### config.mk
export PLATFORM = sky130hd
export DESIGN_NAME = sys_ctrl_uart_bridge
export DESIGN_NICKNAME = d
export VERILOG_FILES = /design/src/rtl/sys_ctrl_uart_bridge.sv
export SDC_FILE = /design/constraint.sdc
export NUM_CORES = 1
export LEC_CHECK = 0
export BUFFER_PORTS_ARGS = -buffer_cell sky130_fd_sc_hd__clkbuf_2
export CAP_MARGIN = 10
export CORE_ASPECT_RATIO = 2
export CORE_MARGIN = 2
export CORE_UTILIZATION = 60
export CTS_CLUSTER_DIAMETER = 120
export DETAILED_ROUTE_END_ITERATION = 10
export PLACE_DENSITY = 0.79
export SETUP_SLACK_MARGIN = 0.1
export SYNTH_ARGS = -nofsm -noshare
export SYNTH_HDL_FRONTEND = slang
export SYNTH_SLANG_ARGS = --single-unit
export TNS_END_PERCENT = 20
### constraint.sdc
create_clock -name clk -period 2.85 [get_ports clk]
set_input_delay 0.57 -clock clk [delete_from_list [all_inputs] [get_ports clk]]
set_output_delay 0.57 -clock clk [all_outputs]
set_load 0.01 [all_outputs]
### src/rtl/sys_ctrl_uart_bridge.sv
// rtl/sys_ctrl_uart_bridge.sv - UART host bridge: CPU halt/run/reset and halted-bus memory read/write.
// Define SYS_CTRL_WRITE_ACK_EN to reply 0xAA (0xEE if dropped) after every WRITE command.
module sys_ctrl_uart_bridge #(
  parameter int CLKS_PER_BIT   = 87,
  parameter int TIMEOUT_CLKS   = 100000,
  parameter int CPU_RST_CYCLES = 16
) (
  input  logic        clk,
  input  logic        rst,
  input  logic        uart_rx,
  output logic        uart_tx,
  output logic [15:0] cpu_addr,
  output logic [7:0]  cpu_wdata,
  input  logic [7:0]  cpu_rdata,
  output logic        write_en,
  output logic        read_en,
  output logic        cpu_halt,
  output logic        cpu_rst,
  input  logic        cpu_is_halted
);

  localparam int BW = $clog2(CLKS_PER_BIT + 1);
  localparam int TW = $clog2(TIMEOUT_CLKS + 1);
  localparam int RW = $clog2(CPU_RST_CYCLES + 1);
  localparam logic [BW-1:0] BIT_LAST  = BW'(CLKS_PER_BIT - 1);
  localparam logic [BW-1:0] HALF_LAST = BW'(CLKS_PER_BIT / 2 - 1);
  localparam logic [TW-1:0] TO_LAST   = TW'(TIMEOUT_CLKS - 1);
  localparam logic [RW-1:0] RST_LAST  = RW'(CPU_RST_CYCLES - 1);

  localparam logic [1:0] RX_IDLE  = 2'd0;
  localparam logic [1:0] RX_START = 2'd1;
  localparam logic [1:0] RX_DATA  = 2'd2;
  localparam logic [1:0] RX_STOP  = 2'd3;

  localparam logic [3:0] IDLE     = 4'd0;
  localparam logic [3:0] GET_AH   = 4'd1;
  localparam logic [3:0] GET_AL   = 4'd2;
  localparam logic [3:0] GET_DATA = 4'd3;
  localparam logic [3:0] MEM_WR   = 4'd4;
  localparam logic [3:0] MEM_RD   = 4'd5;
  localparam logic [3:0] RD_WAIT  = 4'd6;
  localparam logic [3:0] TX_SEND  = 4'd7;
  localparam logic [3:0] TX_WAIT  = 4'd8;
  localparam logic [3:0] RST_HOLD = 4'd9;

  logic          rx_meta, rx_sync, rx_prev;
  logic [1:0]    rx_state;
  logic [BW-1:0] rx_cnt;
  logic [2:0]    rx_bit;
  logic [7:0]    rx_shift;
  logic [7:0]    rx_data;
  logic          rx_valid;

  logic          tx_busy;
  logic [BW-1:0] tx_cnt;
  logic [3:0]    tx_bitn;
  logic [8:0]    tx_shift;
  logic          tx_start;

  logic [3:0]    state;
  logic [7:0]    addr_hi, addr_lo;
  logic          is_read;
  logic          rd_ok;
  logic [7:0]    reply;
  logic [TW-1:0] to_cnt;
  logic          to_hit;
  logic [RW-1:0] rst_cnt;

  // Receiver: frame starts on a falling edge, start bit re-checked half a bit later.
  always_ff @(posedge clk) begin
    if (rst) begin
      rx_meta  <= 1'b1;
      rx_sync  <= 1'b1;
      rx_prev  <= 1'b1;
      rx_state <= RX_IDLE;
      rx_cnt   <= '0;
      rx_bit   <= '0;
      rx_shift <= '0;
      rx_data  <= '0;
      rx_valid <= 1'b0;
    end else begin
      rx_meta  <= uart_rx;
      rx_sync  <= rx_meta;
      rx_prev  <= rx_sync;
      rx_valid <= 1'b0;
      case (rx_state)
        RX_IDLE: begin
          if (rx_prev && !rx_sync) begin
            rx_state <= RX_START;
            rx_cnt   <= '0;
          end
        end
        RX_START: begin
          if (rx_cnt == HALF_LAST) begin
            rx_cnt   <= '0;
            rx_bit   <= '0;
            rx_state <= rx_sync ? RX_IDLE : RX_DATA;
          end else begin
            rx_cnt <= rx_cnt + 1'b1;
          end
        end
        RX_DATA: begin
          if (rx_cnt == BIT_LAST) begin
            rx_cnt   <= '0;
            rx_shift <= {rx_sync, rx_shift[7:1]};
            if (rx_bit == 3'd7) rx_state <= RX_STOP;
            else                rx_bit   <= rx_bit + 1'b1;
          end else begin
            rx_cnt <= rx_cnt + 1'b1;
          end
        end
        default: begin
          if (rx_cnt == BIT_LAST) begin
            rx_cnt   <= '0;
            rx_state <= RX_IDLE;
            if (rx_sync) begin
              rx_data  <= rx_shift;
              rx_valid <= 1'b1;
            end
          end else begin
            rx_cnt <= rx_cnt + 1'b1;
          end
        end
      endcase
    end
  end

  assign tx_start = (state == TX_SEND);

  // Transmitter: busy stays high until the full stop bit has been driven.
  always_ff @(posedge clk) begin
    if (rst) begin
      uart_tx  <= 1'b1;
      tx_busy  <= 1'b0;
      tx_cnt   <= '0;
      tx_bitn  <= '0;
      tx_shift <= '0;
    end else if (!tx_busy) begin
      if (tx_start) begin
        uart_tx  <= 1'b0;
        tx_shift <= {1'b1, reply};
        tx_busy  <= 1'b1;
        tx_cnt   <= '0;
        tx_bitn  <= '0;
      end
    end else if (tx_cnt == BIT_LAST) begin
      tx_cnt <= '0;
      if (tx_bitn == 4'd9) begin
        tx_busy <= 1'b0;
      end else begin
        uart_tx  <= tx_shift[0];
        tx_shift <= {1'b1, tx_shift[8:1]};
        tx_bitn  <= tx_bitn + 1'b1;
      end
    end else begin
      tx_cnt <= tx_cnt + 1'b1;
    end
  end

  assign to_hit   = (to_cnt == TO_LAST);
  assign write_en = (state == MEM_WR) && cpu_is_halted;
  assign read_en  = (state == MEM_RD) && cpu_is_halted;

  always_ff @(posedge clk) begin
    if (rst) begin
      state     <= IDLE;
      cpu_addr  <= '0;
      cpu_wdata <= '0;
      cpu_halt  <= 1'b0;
      cpu_rst   <= 1'b0;
      addr_hi   <= '0;
      addr_lo   <= '0;
      is_read   <= 1'b0;
      rd_ok     <= 1'b0;
      reply     <= '0;
      to_cnt    <= '0;
      rst_cnt   <= '0;
    end else begin
      case (state)
        IDLE: begin
          if (rx_valid) begin
            case (rx_data)
              8'h00: cpu_halt <= 1'b1;
              8'h01: cpu_halt <= 1'b0;
              8'h02: begin
                is_read <= 1'b0;
                to_cnt  <= '0;
                state   <= GET_AH;
              end
              8'h03: begin
                is_read <= 1'b1;
                to_cnt  <= '0;
                state   <= GET_AH;
              end
              8'h04: begin
                cpu_rst <= 1'b1;
                rst_cnt <= '0;
                state   <= RST_HOLD;
              end
              default: state <= IDLE;
            endcase
          end
        end
        GET_AH: begin
          if (rx_valid) begin
            addr_hi <= rx_data;
            to_cnt  <= '0;
            state   <= GET_AL;
          end else if (to_hit) begin
            state <= IDLE;
          end else begin
            to_cnt <= to_cnt + 1'b1;
          end
        end
        GET_AL: begin
          if (rx_valid) begin
            to_cnt <= '0;
            if (is_read) begin
              cpu_addr <= {addr_hi, rx_data};
              state    <= MEM_RD;
            end else begin
              addr_lo <= rx_data;
              state   <= GET_DATA;
            end
          end else if (to_hit) begin
            state <= IDLE;
          end else begin
            to_cnt <= to_cnt + 1'b1;
          end
        end
        GET_DATA: begin
          if (rx_valid) begin
            cpu_addr  <= {addr_hi, addr_lo};
            cpu_wdata <= rx_data;
            state     <= MEM_WR;
          end else if (to_hit) begin
            state <= IDLE;
          end else begin
            to_cnt <= to_cnt + 1'b1;
          end
        end
        MEM_WR: begin
`ifdef SYS_CTRL_WRITE_ACK_EN
          reply <= cpu_is_halted ? 8'hAA : 8'hEE;
          state <= TX_SEND;
`else
          state <= IDLE;
`endif
        end
        MEM_RD: begin
          rd_ok <= cpu_is_halted;
          state <= RD_WAIT;
        end
        RD_WAIT: begin
          // Bus not granted: reply zero so the host still gets its one byte.
          reply <= rd_ok ? cpu_rdata : 8'h00;
          state <= TX_SEND;
        end
        TX_SEND: state <= TX_WAIT;
        TX_WAIT: begin
          if (!tx_busy) state <= IDLE;
        end
        RST_HOLD: begin
          if (rst_cnt == RST_LAST) begin
            cpu_rst <= 1'b0;
            state   <= IDLE;
          end else begin
            rst_cnt <= rst_cnt + 1'b1;
          end
        end
        default: state <= IDLE;
      endcase
    end
  end

endmodule

# Word level (Yosys, flattened, before mapping)
# Index checks and enable logic that the tools add are counted.
[classes] n_addsub=6 n_eq_ne=40 mux=66 bitwise=3 reduce_logical=35
[ops] cell="$mux W17" count=5
[ops] cell="$pmux W17 S3" count=1
[ops] cell="$mux W16" count=3
[ops] cell="$mux W4" count=11
[ops] cell="$mux W7" count=6
[ops] cell="$mux W9" count=4
[ops] cell="$pmux W4 S9" count=1
[ops] cell="$ne A2 B2 Y1 const B" count=16
[ops] cell="$pmux W16 S2" count=1
[ops] cell="$reduce_and A4 Y1" count=6
[ops] cell="$add A17 B1 Y17 const B" count=1
[ops] cell="$eq A17 B17 Y1 const B" count=1
[ops] cell="$eq A4 B3 Y1 const B" count=4
[ops] cell="$eq A8 B2 Y1 const B" count=2
[ops] cell="$mux W5" count=3
[ops] cell="$reduce_and A3 Y1" count=5
[ops] cell="$add A7 B1 Y7 const B" count=2
[ops] cell="$eq A7 B7 Y1 const B" count=2
[ops] cell="$pmux W7 S2" count=1
[ops] cell="$eq A4 B4 Y1 const B" count=3
[ops] cell="$mux W1" count=12
[ops] cell="$mux W2" count=6
[ops] cell="$mux W3" count=4
[ops] cell="$pmux W4 S3" count=1
[ops] cell="31 further kinds" count=49
[word_totals] regBits=132 inputBits=12 output_inout_bits=29 word_cells=176

# Longest topological paths before layout
# Gate-level depths: netlist of the first run.
[logic_depth] depth_word=5 ltp_mapped=8 ltp_nobuf=7

# Worst setup path before layout of the first run
# Ideal clock, no wire load.
[synth_timing] path_kind="register to register" start="register rx_data[7]" end="register to_cnt[4]" setup_time_ps=60 t_arrival_ps=2022 required_time_ps=2790 slack_ps=768 stages_incl_launch_ff=7 path_buffers=1 period_less_slack_ps=2082 cell_sequence="dfxtp_1 -> or4_4 -> o41ai_4 -> nand3_1 -> buf_2 -> or4_1 -> nand2_1"
[synth_between] elab_chain_len=4 word_cells_on_any_way=5 classes_between="3 x eq/ne; 2 x reduce/logical"
[synth_lines] item="from (decl)" line_no="51" source="logic [7:0] rx_data;"
[synth_lines] item="from (signal assigned)" line_no="117" source="rx_data <= rx_shift;"
[synth_lines] item="$eq A8 B2 Y1" line_no="182" source="case (rx_data)"
[synth_lines] item="$reduce_or A2 Y1 (no source line) (*)"
[synth_lines] item="$ne A2 B2 Y1 (no source line) (*)"
[synth_lines] item="$reduce_and A4 Y1 (no source line) (*)"
[synth_lines] item="to (signal assigned)" line_no="212" source="to_cnt <= to_cnt + 1'b1;"
[synth_lines] item="to (signal assigned)" line_no="228" source="to_cnt <= to_cnt + 1'b1;"
[synth_lines] item="to (signal assigned)" line_no="239" source="to_cnt <= to_cnt + 1'b1;"
[synth_lines] item="to (decl)" line_no="65" source="logic [TW-1:0] to_cnt;"
# Every way passes the cells marked *; elsewhere a longest branch is shown, timed or not.
# A chain may end at the register's enable or synchronous reset.

# Worst setup path in the final report of the first run
# Ends and elaborated chain as after synthesis.

==> flow_summary_export.csv, run 1 <==
group,metric,value,unit
status,status,"finished clean",
global_routing,grt.overflow.total,0,
global_routing,antenna_found_initial,0,
final_layout,stdcell_area,0.006625,mm^2
final_layout,finalNetCount,722,
yosys,yosysSeqAreaShare,45.65,%
yosys,syn_avg_cell_area,8.665,um^2
placement,dp_cells,784,
global_routing,use_met2,48.68,%
die,core_area,0.009384,mm^2
cts,ctsResizeCount,0,
die,die_w,73.45,um
global_routing,grt_use_met1,28.23,%
worst_setup_path,setup.worst_path.start,"rx_data[7]",
placement,dpl_cell_area,0.006038,mm^2
pwr,power.switching,862.1,uW
timing,fin_crit,2.415,ns
placement,routabilityCongestion,0.8490,
global_routing,grt_use_met3,6.563,%
yosys,synth_nets,691,
timing,relSlewSlack,33.13,%
routing,ant_nets,0,
timing,tightestPinTransition,0.9976,ns
cts,post_cts_buffers,0,
pwr,leakagePower,0.002424,uW
global_routing,grt_pass1_wl,22380,um
cts,tritoncts,"done",
routing,num_vias,5000,
worst_setup_path,cp_max_fo,11,
worst_setup_path,regToRegStartpoint,"rx_data[7]",
yosys,ys_types,58,
placement,port_buffers,40,
pwr,pwr-share-seq,45.8,%
worst_setup_path,r2r_cells,5,
pwr,p_int,3205,uW
pwr,clkPwrFrac,52.2,%
timing,slew_violations,0,
cts,clk_pin_slew,0.06,ns
global_routing,grt_max_degree,67,
pwr,cellPowerDensity,613.9,mW/mm^2
pwr,ir_drop,0.5904,mV
global_routing,grt_pass1_vias,5007,
yosys,ys_async_sr_fraction,0,%
final_layout,final_cells,816,
global_routing,grt_use_total,27.16,%
cts,cts_buffers,17,
worst_setup_path,rrSetupSlack,0.44,ns
yosys,synthCells,668,
worst_setup_path,critPathCaptureType,"flip-flop",
pwr,p_comb_share,2.0,%
die,io_pins,41,
worst_setup_path,start_kind,"flip-flop",
die,die_area,0.01050,mm^2
routing,totalWireLength,13140,um
run,cap_violations,0,
worst_setup_path,r2r_end,"to_cnt[4]",
yosys,synth_ff_type,"dfxtp_1",
placement,hpwl,9252,um
die,die_y,142.9,um
cts,cts_hold_buf,0,
yosys,synth_edf_count,0,
cts,cts_max_path_buffers,2,
routing,wl_per_cell,16.10,um
die,start_util,61.68,%
min_path,min_to,"rx_meta",
routing,drt_iter0_drc,210,
min_path,hold_path_startpoint,"uart_rx",
timing,skew,0.006338,ns
timing,rsz0062_at_grt,"no",
routing,viasPerCell,6.127,
worst_setup_path,critPathArrivalTime,2.77,ns
final_layout,antennaDiodeCount,0,
routing,dr.pass1.iters,4,
timing,holdWs,0.3366,ns
die,rows,50,
yosys,yosysWarnings,0,
final_layout,area_growth,14.46,%
min_path,min_path_cells,2,
cts,root_buffer,"clkbuf_16",
yosys,mappedNetlistArea,0.005788,mm^2
cts,cts.sinks,132,
timing,tns,0,ns
final_layout,drive_gt1_share,13.48,%
timing,hold_viol,0,
min_path,min_path_type,"in -> reg",
timing,finalCritPeriodShare,84.73,%
timing,max_freq,414.1,MHz
worst_setup_path,worstPathRequired,3.21,ns
pwr,power.total,4067,uW
cts,cts.htree.levels,4,
yosys,ys_seq_elements,132,
global_routing,grt_busiest_layer,"met2",
cts,clk-insertion-delay-late,0.42,ns
timing,finalSetupViolations,0,
pwr,sw_frac_of_total,21.20,%
worst_setup_path,path_class,"reg -> reg",
routing,drc,0,
## placed cells by master, fill, tap and decap left out, drive strengths merged, types with 3 or more instances in the layout
cell	n
dfxtp	132
nor2	80
nand2	68
clkbuf	58
a21oi	56
nand3	45
mux2i	45
a211oi	18
o21ai	18
inv	15
nor3	13
nand4	12
or3	12
and3	11
ha	11
buf	9
nor2b	8
a311oi	8
xor2	8
clkinv	8
or4	7
a31oi	6
or2	6
o211ai	6
nand2b	5
nor4bb	4
and2	3
a31o	3
clkinvlp	3
## worst max-delay path by stage
stage,end,cells after the start
floorplan,to_cnt[4],6
global placement,to_cnt[4],5
detailed placement,to_cnt[4],5
CTS,to_cnt[4],5
global route,tx_shift[5],7
finish,to_cnt[4],5
## state kept, by name, indices dropped and copies added (netlist names), 2 cells and up
name and flops:
cpu_addr 16, rx_shift 8, addr_lo 8, cpu_wdata 8, rx_cnt 7, tx_bitn 4, reply 8, rx_state 2
to_cnt 17, rx_data 8, tx_cnt 7, tx_shift 9, state 4, rx_bit 3, addr_hi 8, rst_cnt 5
## cell type report
| type | count | area [um^2] |
|---|---|---|
| multi-input combinational | 485 | 2947 |
| fill | 711 | 2759 |
| sequential | 132 | 2643 |
| clock buffer | 19 | 452.9 |
| timing repair buffer | 48 | 262.8 |
| clock inverter | 13 | 133.9 |
| tap | 104 | 130.1 |
| inverter | 15 | 56.30 |
## logic make-up after synthesis
kind of cell	count (synthesis)	share of synthesized area, %
simple gates	284	24.15
xor+xnor	10	1.513
mux	45	7.782
buf+inv	51	3.437
compound gates	134	14.92
flops	132	45.65
fa+ha+maj	12	2.551
## cells in the mapped netlist (3+ instances only)
| cell type | number | area [um^2] |
|---|---|---|
| xor2_1 | 8 | 70.07 |
| dfxtp_1 | 132 | 2643 |
| or3_1 | 12 | 75.07 |
| o211ai_1 | 6 | 45.04 |
| nand2b_1 | 5 | 31.28 |
| clkbuf_1 | 27 | 101.4 |
| or2_2 | 6 | 37.54 |
| a31o_2 | 3 | 26.28 |
| nor3_1 | 11 | 55.05 |
| nand2_1 | 68 | 255.2 |
| a31oi_1 | 6 | 37.54 |
| nor2_1 | 78 | 292.8 |
| ha_1 | 11 | 137.6 |
| nor2b_1 | 8 | 50.05 |
| nand3_1 | 45 | 225.2 |
| buf_1 | 5 | 18.77 |
| mux2i_1 | 45 | 450.4 |
| a311oi_1 | 8 | 70.07 |
| a211oi_1 | 18 | 135.1 |
| inv_1 | 15 | 56.30 |
| o21ai_0 | 17 | 85.08 |
| nand4_1 | 12 | 75.07 |
| or4_1 | 6 | 45.04 |
| and2_1 | 3 | 18.77 |
| buf_2 | 3 | 15.01 |
| and3_1 | 11 | 68.82 |
| a21oi_1 | 56 | 280.3 |
| nor4bb_1 | 4 | 40.04 |
## power by group through the flow
stage | Clock, uW | Sequential [uW] | Combinational (uW)
finish | 2120 | 1860 | 83.4
global route | 2240 | 1860 | 92.3
CTS | 2150 | 1860 | 83.3
detailed placement | 0 | 1900 | 81.2
global placement | 0 | 1900 | 77.4
floorplan | 0 | 1900 | 58.3
## metrics by stage
step / setup WS [ns] / utilization [%]
floorplan: 0.7678 / -
global placement: 0.5499 / 64.35
detailed placement: 0.4704 / 64.35
CTS: 0.4503 / 70.60
global route: 0.2703 / 70.60
finish: 0.4352 / 70.60
## worst max-delay path, stage by stage (launching register included)
cell     delay (ns)
dfxtp_1        0.35
or4_4          0.59
o41ai_4        0.39
nand3_1        0.38
or4_1          0.57
nand2_1        0.08
## routing by layer
layer	part of all wire (%)	wire length [um]
met1	38	4988
met2	55	7228
met3	3.7	490
met4	3.3	433
met5	0	0
Note: power is estimated with default switching activity, not from simulation.
==> run 2: changes to the inputs <==
--- a/config.mk
+++ b/config.mk
@@ -5,14 +5,15 @@
 export SDC_FILE = /design/constraint.sdc
 export NUM_CORES = 1
 export LEC_CHECK = 0
+export ABC_AREA = 1
 export BUFFER_PORTS_ARGS = -buffer_cell sky130_fd_sc_hd__clkbuf_2
 export CAP_MARGIN = 10
 export CORE_ASPECT_RATIO = 2
 export CORE_MARGIN = 2
-export CORE_UTILIZATION = 60
+export CORE_UTILIZATION = 54
 export CTS_CLUSTER_DIAMETER = 120
 export DETAILED_ROUTE_END_ITERATION = 10
-export PLACE_DENSITY = 0.79
+export PLACE_DENSITY = 0.75
 export SETUP_SLACK_MARGIN = 0.1
 export SYNTH_ARGS = -nofsm -noshare
 export SYNTH_HDL_FRONTEND = slang
==> constraint.sdc (replaced) <==
create_clock -name clk -period 2.2 [get_ports clk]
set_input_delay 0.44 -clock clk [delete_from_list [all_inputs] [get_ports clk]]
set_output_delay 0.44 -clock clk [all_outputs]
set_load 0.01 [all_outputs]
==> flow_summary_export.csv, run 2 <==
group,metric,value,unit
placement,dpl_cell_area,0.006153,mm^2
cts,clk-insertion-delay-late,0.41,ns
pwr,ir_drop,0.6436,mV
final_layout,mostFrequentLayoutCells,"134 x nand2_1, 132 x dfxtp_1, 96 x inv_1, 96 x a21oi_1, 83 x nor2_1",
worst_setup_path,critPathArrivalTime,2.23,ns
placement,routabilityCongestion,0.9153,
worst_setup_path,cp_max_fo,17,
cts,ctsResizeCount,0,
timing,finalSetupViolations,0,
global_routing,grt.overflow.total,0,
status,status,"finished clean",
routing,dr.max_layer_used,"met4",
routing,wl_per_cell,14.26,um
timing,tns,0,ns
worst_setup_path,start_kind,"flip-flop",
die,die_y,151.2,um
worst_setup_path,worstPathRequired,2.49,ns
cts,root_buffer,"clkbuf_16",
final_layout,mostFrequentLayoutCell,"nand2_1",
die,die_w,77.60,um
routing,viasPerCell,5.470,
final_layout,finalNetCount,866,
cts,post_cts_buffers,0,
final_layout,biggestRegsByFlops,"to_cnt x17, cpu_addr x16, tx_shift x9",
pwr,cellPowerDensity,850.7,mW/mm^2
die,io_pins,41,
placement,pre_cts_ws,0.2617,ns
final_layout,drive_gt1_share,12.50,%
die,die_area,0.01173,mm^2
yosys,netlist_top_cells_area,"dfxtp_1 45%, nand2_1 8.6%, a21oi_1 8.2%, o21ai_0 6.8%, inv_1 6.2%",
yosys,yosys.area.top_type,"dfxtp_1",
cts,tritoncts,"done",
worst_setup_path,critPathCaptureType,"flip-flop",
timing,slew_violations,0,
worst_setup_path,cpMostUsedCell,"nand2_1",
yosys,synth.cells.most_frequent,"134 x nand2_1, 132 x dfxtp_1, 96 x a21oi_1, 96 x inv_1, 83 x nor2_1",
die,core_area,0.01054,mm^2
timing,rsz0062_at_grt,"yes",
min_path,min_path_type,"in -> reg",
worst_setup_path,path_class,"reg -> reg",
global_routing,antenna_found_initial,0,
run,cap_violations,0,
routing,drt_iter0_drc,293,
yosys,yosysSeqAreaShare,45.18,%
worst_setup_path,cpMaxStageDelayCell,"nand4_2",
cts,cts_hold_buf,0,
global_routing,grt_pass1_wl,23370,um
routing,wl_met1,5195,um
yosys,synth_nets,826,
yosys,synth_ff_type,"dfxtp_1",
final_layout,antennaDiodeCount,0,
timing,hold_viol,0,
timing,max_freq,515.3,MHz
worst_setup_path,path_cells,"inv_1 -> ha_1 -> nand2_1 -> nor2_1 -> nand2_1 -> clkinv_1 -> nand4_2 -> o21ai_0 -> a21oi_1",
timing,finalCritPeriodShare,88.21,%
final_layout,stdcell_area,0.006837,mm^2
timing,relSlewSlack,64.58,%
final_layout,regMostFlops,"to_cnt",
placement,hpwl,10090,um
global_routing,grt_use_total,25.10,%
cts,clk_pin_slew,0.06,ns
final_layout,largest_reg_flops,17,
final_layout,area_growth,16.88,%
routing,num_vias,5432,
yosys,synth_edf_count,0,
cts,cts.htree.levels,4,
routing,route.met3.wl,501,um
final_layout,fin_util,64.84,%
routing,route.met2.wl,7903,um
timing,finalWorstSetupSlack,0.2593,ns
die,rows,53,
timing,tightestPinTransition,0.5298,ns
worst_setup_path,slowest_delay,0.35,ns
cts,cts_max_path_buffers,2,
yosys,ys_seq_elements,132,
routing,drc,0,
yosys,yosysMostFrequentCell,"nand2_1",
global_routing,grt_pass1_vias,5304,
yosys,ys_types,40,
global_routing,grt_max_degree,48,
yosys,synthCells,803,
yosys,syn_avg_cell_area,7.284,um^2
routing,totalWireLength,14160,um
yosys,yosysWarnings,0,
timing,fin_crit,1.941,ns
cts,cts.sinks,132,
routing,ant_nets,0,
placement,port_buffers,40,
timing,skew,0.005391,ns
cts,cts_buffers,17,
routing,dr.pass1.iters,6,
yosys,mappedNetlistArea,0.005849,mm^2
die,start_util,55.48,%
yosys,ys_async_sr_fraction,0,%
yosys,synth_top_area_share,45.18,%
pwr,leakagePower,0.002688,uW
## run 2: cell count changes in the layout (fill, tap and decap cells not counted), moves of 6 or more
cell      change
nand2_1      +66
or3_1        -12
a211oi_1      -7
mux2i_1      -45
a21oi_1      +40
nor2b_1       -8
a311oi_1      -8
nor3_1        +7
and3_1        -9
or4_1         -6
o21ai_0      +61
inv_1        +81
## run 2: path summary, 6_finish.rpt
kind,end,cells past startpoint,slack [ns],startpoint
worst min register to register,rx_sync,1,0.41,rx_meta
worst min-delay path,rx_meta,2,0.21,uart_rx
worst max register to register,rx_data[7],9,0.26,rx_cnt[0]
worst max-delay path,rx_data[7],9,0.26,rx_cnt[0]
## run 2: per-layer routing
layer | up-vias | track usage, %
met2 | 145 | 48.97
met5 | - | 0
met4 | 0 | 12.77
li1 | 2730 | -
met3 | 47 | 5.364
met1 | 2510 | 23.99
## run 2: worst max-delay path: cells and delay by family, from the launching register on
kind                       cells  cell delay [ns]
adders and majority gates      1             0.17
buffers and inverters          2             0.26
DFF                            1             0.33
AOI/OAI and AO/OA              2             0.41
and+or+nand+nor                4             0.62
## run 2: kinds of logic after synthesis
kind of cell | count (synthesis) | share of synthesized area, %
simple gates | 315 | 23.66
xor+xnor | 5 | 0.7488
flops | 132 | 45.18
compound gates | 210 | 19.08
fa+ha+maj | 11 | 2.353
buf+inv | 130 | 8.984
## run 2: area by class of cell
class / count / area, um^2
inverters: 100 / 375.4
repair buffers: 51 / 282.8
clock buffers: 20 / 456.7
clock inverters: 12 / 226.5
flip-flops and latches: 132 / 2643
multi-input cells: 541 / 2681
well taps: 137 / 171.4
fillers: 894 / 3707
## run 2: stage by stage
| stage | power (uW) | hold slack [ns] | instances |
|---|---|---|---|
| after floorplan | 2592 | 0.3895 | 803 |
| after global placement | 2629 | 0.4018 | 961 |
| after detailed placement | 2635 | 0.4035 | 961 |
| after CTS | 5844 | 0.2113 | 993 |
| after global routing | 5985 | 0.2084 | 993 |
| final | 5816 | 0.2100 | 993 |
## run 2: power by group
part	leakage, uW	internal, uW	switching (uW)	total (uW)
clock	0.000326	2190	1040	3230
sequential	0.00106	2410	15.0	2420
combinational	0.00130	49.8	111	161
